## config.mk

```make
export PLATFORM = sky130hd
export DESIGN_NAME = yari_mem_bridge
export DESIGN_NICKNAME = d
export VERILOG_FILES = /design/src/rtl/yari_mem_bridge_pkg.sv /design/src/rtl/yari_mem_retpipe.sv /design/src/rtl/yari_mem_bridge.sv
export SDC_FILE = /design/constraint.sdc
export NUM_CORES = 1
export LEC_CHECK = 0
export ABC_AREA = 1
export CAP_MARGIN = 15
export CORE_MARGIN = 2
export CORE_UTILIZATION = 45
export CTS_CLUSTER_DIAMETER = 30
export DETAILED_ROUTE_END_ITERATION = 6
export PLACE_DENSITY = 0.85
export SKIP_CTS_REPAIR_TIMING = 1
export SLEW_MARGIN = 25
export SYNTH_ARGS = -nofsm -noshare
export SYNTH_HDL_FRONTEND = slang
export SYNTH_SLANG_ARGS = --single-unit
```

## constraint.sdc

```tcl
create_clock -name clock -period 2.58 [get_ports clock]
set_input_delay 0.516 -clock clock [delete_from_list [all_inputs] [get_ports clock]]
set_output_delay 0.516 -clock clock [all_outputs]
set_load 0.01 [all_outputs]
```

## src/rtl/yari_mem_bridge_pkg.sv

```systemverilog
// yari_mem_bridge_pkg: requester IDs, FSM states and return-tag type shared by the bridge
package yari_mem_bridge_pkg;
  localparam logic [1:0] ID_NONE = 2'd0;
  localparam logic [1:0] ID_DC   = 2'd1;
  localparam logic [1:0] ID_IC   = 2'd2;
  typedef enum logic {IDLE, BURST} state_e;
  typedef struct packed {
    logic       valid;
    logic [1:0] id;
  } ret_t;
endpackage

```

## src/rtl/yari_mem_retpipe.sv

```systemverilog
// yari_mem_retpipe: LATENCY-deep valid+tag delay line tracking SRAM reads in flight
module yari_mem_retpipe
  import yari_mem_bridge_pkg::*;
#(
  parameter int LATENCY = 2
) (
  input  logic clock,
  input  logic rst,
  input  ret_t din,
  output ret_t dout
);
  ret_t [LATENCY-1:0] pipe_q, pipe_d;
  always_comb begin
    pipe_d[0] = din;
    for (int i = 1; i < LATENCY; i++) pipe_d[i] = pipe_q[i-1];
  end
  always_ff @(posedge clock) pipe_q <= rst ? '0 : pipe_d;
  assign dout = pipe_q[LATENCY-1];
endmodule

```

## src/rtl/yari_mem_bridge.sv

```systemverilog
// yari_mem_bridge: tagged memory-port slave issuing wrapped read bursts and masked writes
// to a pipelined fixed-latency SRAM, returning read words tagged with the requester ID.
module yari_mem_bridge
  import yari_mem_bridge_pkg::*;
#(
  parameter int BURST_LG = 2,
  parameter int LATENCY  = 2
) (
  input  logic        clock,
  input  logic        rst,
  output logic        mem_waitrequest,
  input  logic [1:0]  mem_id,
  input  logic [29:0] mem_address,
  input  logic        mem_read,
  input  logic        mem_write,
  input  logic [31:0] mem_writedata,
  input  logic [3:0]  mem_writedatamask,
  output logic [31:0] mem_readdata,
  output logic [1:0]  mem_readdataid,
  output logic [29:0] sram_addr,
  output logic        sram_rd,
  output logic        sram_wr,
  output logic [31:0] sram_wdata,
  output logic [3:0]  sram_be,
  input  logic [31:0] sram_rdata
);
  localparam int CW = (BURST_LG > 0) ? BURST_LG : 1;
  localparam logic [CW-1:0] LAST = CW'((1 << BURST_LG) - 1);
  localparam logic [29:0] LINE_MASK = 30'((1 << BURST_LG) - 1);

  state_e      state_q, state_d;
  logic [CW-1:0] cnt_q, cnt_d;
  logic [29:0] base_q, base_d, waddr_q, waddr_d, burst_addr;
  logic [1:0]  id_q, id_d, rid_q, rid_d;
  logic        wr_q, wr_d, accept;
  logic [31:0] wdata_q, wdata_d, rdata_q, rdata_d;
  logic [3:0]  be_q, be_d;
  ret_t        ret_in, ret_out;

  assign mem_waitrequest = rst | (state_q == BURST);
  assign accept = !mem_waitrequest & (mem_read | mem_write);
  // critical word first: only the in-line offset advances, wrapping inside the line
  assign burst_addr = (base_q & ~LINE_MASK) | ((base_q + 30'(cnt_q)) & LINE_MASK);
  assign sram_rd = (state_q == BURST);
  assign sram_addr = sram_rd ? burst_addr : waddr_q;
  assign sram_wr = wr_q;
  assign sram_wdata = wdata_q;
  assign sram_be = be_q;
  assign mem_readdata = rdata_q;
  assign mem_readdataid = rid_q;
  assign ret_in = '{valid: sram_rd, id: id_q};

  yari_mem_retpipe #(.LATENCY(LATENCY)) u_retpipe (
    .clock(clock),
    .rst  (rst),
    .din  (ret_in),
    .dout (ret_out)
  );

  always_comb begin
    state_d = state_q;
    cnt_d = cnt_q;
    base_d = base_q;
    id_d = id_q;
    wr_d = accept & mem_write;
    waddr_d = wr_d ? mem_address : waddr_q;
    wdata_d = wr_d ? mem_writedata : wdata_q;
    be_d = wr_d ? mem_writedatamask : be_q;
    rdata_d = ret_out.valid ? sram_rdata : rdata_q;
    rid_d = ret_out.valid ? ret_out.id : ID_NONE;
    if (state_q == IDLE) begin
      if (accept & mem_read & !mem_write) begin
        state_d = BURST;
        base_d = mem_address;
        id_d = mem_id;
        cnt_d = '0;
      end
    end else begin
      cnt_d = (cnt_q == LAST) ? '0 : cnt_q + CW'(1);
      state_d = (cnt_q == LAST) ? IDLE : BURST;
    end
  end

  always_ff @(posedge clock) begin
    if (rst) begin
      state_q <= IDLE;
      cnt_q <= '0;
      base_q <= '0;
      id_q <= ID_NONE;
      wr_q <= 1'b0;
      waddr_q <= '0;
      wdata_q <= '0;
      be_q <= '0;
      rdata_q <= '0;
      rid_q <= ID_NONE;
    end else begin
      state_q <= state_d;
      cnt_q <= cnt_d;
      base_q <= base_d;
      id_q <= id_d;
      wr_q <= wr_d;
      waddr_q <= waddr_d;
      wdata_q <= wdata_d;
      be_q <= be_d;
      rdata_q <= rdata_d;
      rid_q <= rid_d;
    end
  end

`ifndef SYNTHESIS
  // a simultaneous read is dropped in favour of the write; flag it in simulation
  assert property (@(posedge clock) disable iff (rst) !(accept && mem_read && mem_write))
    else $error("yari_mem_bridge: mem_read and mem_write both high, read dropped");
`endif
endmodule

```

==> metrics.cfg <==
[outcome]
status = finished, final reports clean

[placed_design]
portBuffers = 206
gp_congestion = 0.787
dp_hpwl_um = 9750

[floorplanning]
initial_core_util_pct = 46.4
die_w_um = 113
rows = 39
core_area_um2 = 11500
ios = 207
die_h_um = 113
die-area_um2 = 12700

[setup_path]
rrSetupSlack_ns = 0.96
path_class = flop to output pin
r2r_start = u_retpipe.dout[2]
crit_path_end = sram_addr[1]
start_kind = flop
rr_worst_depth = 4
critPathArrivalTime_ns = 1.89
worstPathRequired_ns = 2.06
startpoint = sram_rd
path_max_fanout = 33
regToRegEndpoint = mem_readdata[14]
end_kind = output pin

[sta]
fin_skew_ns = 0.00689
slew_headroom_pct = 35.4
finalSetupViolations = 0
hold_viol_final = 0
min_period_ns = 2.40
slew_viol_final = 0
tightest_slew_ns = 0.968
rsz0062_at_grt = false
tns_ns = 0
fmax_mhz = 416
timing.final.crit_share_pct = 93.2

[synthesis]
yosys-mux-area-fraction_pct = 0
synthSimpleGateAreaFrac_pct = 34.0
synth_top_family_by_area = simple AND/OR/NAND/NOR gates
synthesis.area_um2 = 5320
postSynthAreaPerCell_um2 = 7.43
synthCells = 717
ys_seq_elements = 142
synth-compound-area-share_pct = 6.11
synth_seq_area_share_pct = 53.4
synthAdderAreaFrac_pct = 0.470
syn_nets = 823
synth_xor_area_share_pct = 0
netlist-cell-type-count = 18
yosysWarnings = 0

[pwr]
powerDensity_nw_per_um2 = 703
p_leak_uw = 0.00352
vdd_drop_max_mv = 0.518

[clocking]
clk_pin_slew_ns = 0.06
numClockSinks = 142
clkLatencyLatePin_ns = 0.42
cts_buffer_depth = 2
cts_max_level = 4
cts_tree = yes
cts-buffers-inserted = 17
clockRootBuffer = clkbuf_16

[finish]
nets = 1012
fillerInstances = 923
layout-drive-gt1-share_pct = 5.66
utilization_pct = 70.0
area_growth_pct = 50.9
n_antenna_cell = 0
multi_input_comb_area_um2 = 2160
area.sequential_um2 = 2840

[detailed_routing]
drt_iter0_markers = 449
via_per_inst = 5.02
drtAntennaViolNets = 0
vias = 5329
wl_um = 15000
wl_per_cell_um = 14.1
drc = 0
dr.pass1.iters = 6

[grt]
antenna_found_initial = 0
grt_pass1_wl_um = 24100
grt_max_degree = 63
first_global_vias = 4867
track_usage_pct = 23.4
grt-ovfl-total = 0

[flow_run]
maxCapViolations = 0

[min_path]
min_path_type = flop to flop

worst min path at each step:
stage | startpoint | endpoint | slack (ns) | cells after the start
6_report | u_retpipe.pipe_d[4] | u_retpipe.dout[1] | 0.40 | 2
5_1_grt | u_retpipe.pipe_d[3] | u_retpipe.dout[0] | 0.42 | 2
4_1_cts | u_retpipe.pipe_d[4] | u_retpipe.dout[1] | 0.40 | 2
3_5_place_dp | u_retpipe.pipe_d[3] | u_retpipe.dout[0] | 0.40 | 2
3_3_place_gp | u_retpipe.pipe_d[3] | u_retpipe.dout[0] | 0.39 | 2
2_1_floorplan | u_retpipe.pipe_d[3] | u_retpipe.dout[0] | 0.39 | 2
routing by layer:
| metal | part of all wire [%] | wire length (um) | up-vias | track usage, % |
|---|---|---|---|---|
| li1 | - | - | 2663 | - |
| met1 | 42 | 6250 | 2416 | 30.3 |
| met2 | 48 | 7160 | 218 | 37.2 |
| met3 | 8.2 | 1220 | 32 | 6.96 |
| met4 | 2.4 | 360 | 0 | 8.94 |
| met5 | 0 | 0 | - | 0 |
cell usage in the layout, fill, tap and decap left out:
master             n
clkdlybuf4s50_1  205
nor2_2             1
nand3b_1           1
nand2_2            1
inv_1             13
o21ai_0           34
buf_2              1
inv_2              2
ha_1               2
inv_6              1
clkinv_2           3
and3_1             2
buf_12             1
clkinvlp_4         2
clkbuf_16         17
nand3_1          100
clkinv_4           4
nand2_1          266
clkbuf_8           1
dfxtp_1          142
a21oi_1           31
buf_4             14
nor2_1            70
clkbuf_1           1
bufinv_16          3
nor2_8             1
where the power goes:
group / switching [uW] / total, uW / internal (uW)
Clock: 935 / 2480 / 1550
Combinational: 363 / 775 / 412
Sequential: 64.4 / 2380 / 2320
Total: 1360 / 5640 / 4280
registers in the layout (all words and copies together), names as in the netlist:
register / cells
waddr_q: 30
sram_wdata: 32
mem_readdataid: 2
u_retpipe.pipe_d: 3
cnt_q: 2
base_q: 30
id_q: 2
sram_wr: 1
u_retpipe.dout: 3
mem_readdata: 32
sram_rd: 1
sram_be: 4
per-stage QoR:
stage	total power, uW	hold WS [ns]	cell area [um2]	setup slack (ns)	std cells
global route	5880	0.423	8030	0.0512	1062
detailed placement	3210	0.396	7420	0.609	1030
floorplan	2750	0.388	5320	1.01	717
global placement	3190	0.394	7420	0.624	1030
CTS	5680	0.403	8030	0.165	1062
finish	5640	0.400	8030	0.176	1062
layout make-up:
cell class	instances	area share [%]
multi-input cells	509	27.0
flip-flops and latches	142	35.4
clock inverters	13	2.04
repair buffers	221	27.2
clock buffers	19	5.51
well taps	143	2.23
inverters	15	0.701
kinds of logic (layout without fill, tap and decap cells):
kind of cell	count (synthesis)	in the layout
simple gates	442	442
flops	142	142
buf+inv	66	268
compound gates	65	65
fa+ha+maj	2	2
worst max-delay path, cell delays in order (launching register included):
cell and delay (ns):
dfxtp_1 0.32, buf_4 0.37, nand3_1 0.12, nand2_1 0.07
clkdlybuf4s50_1 0.59
synth_stat cells (all sizes together):
cell	instances	area (um2)
nand3b	1	7.51
inv	15	56.3
o21ai	34	170
buf	32	191
dfxtp	142	2840
ha	2	25.0
a21oi	31	155
nand2	267	1000
and3	2	12.5
nor2	72	287
clkbuf	19	71.3
nand3	100	500
Note: power is estimated with default switching activity, not from simulation.
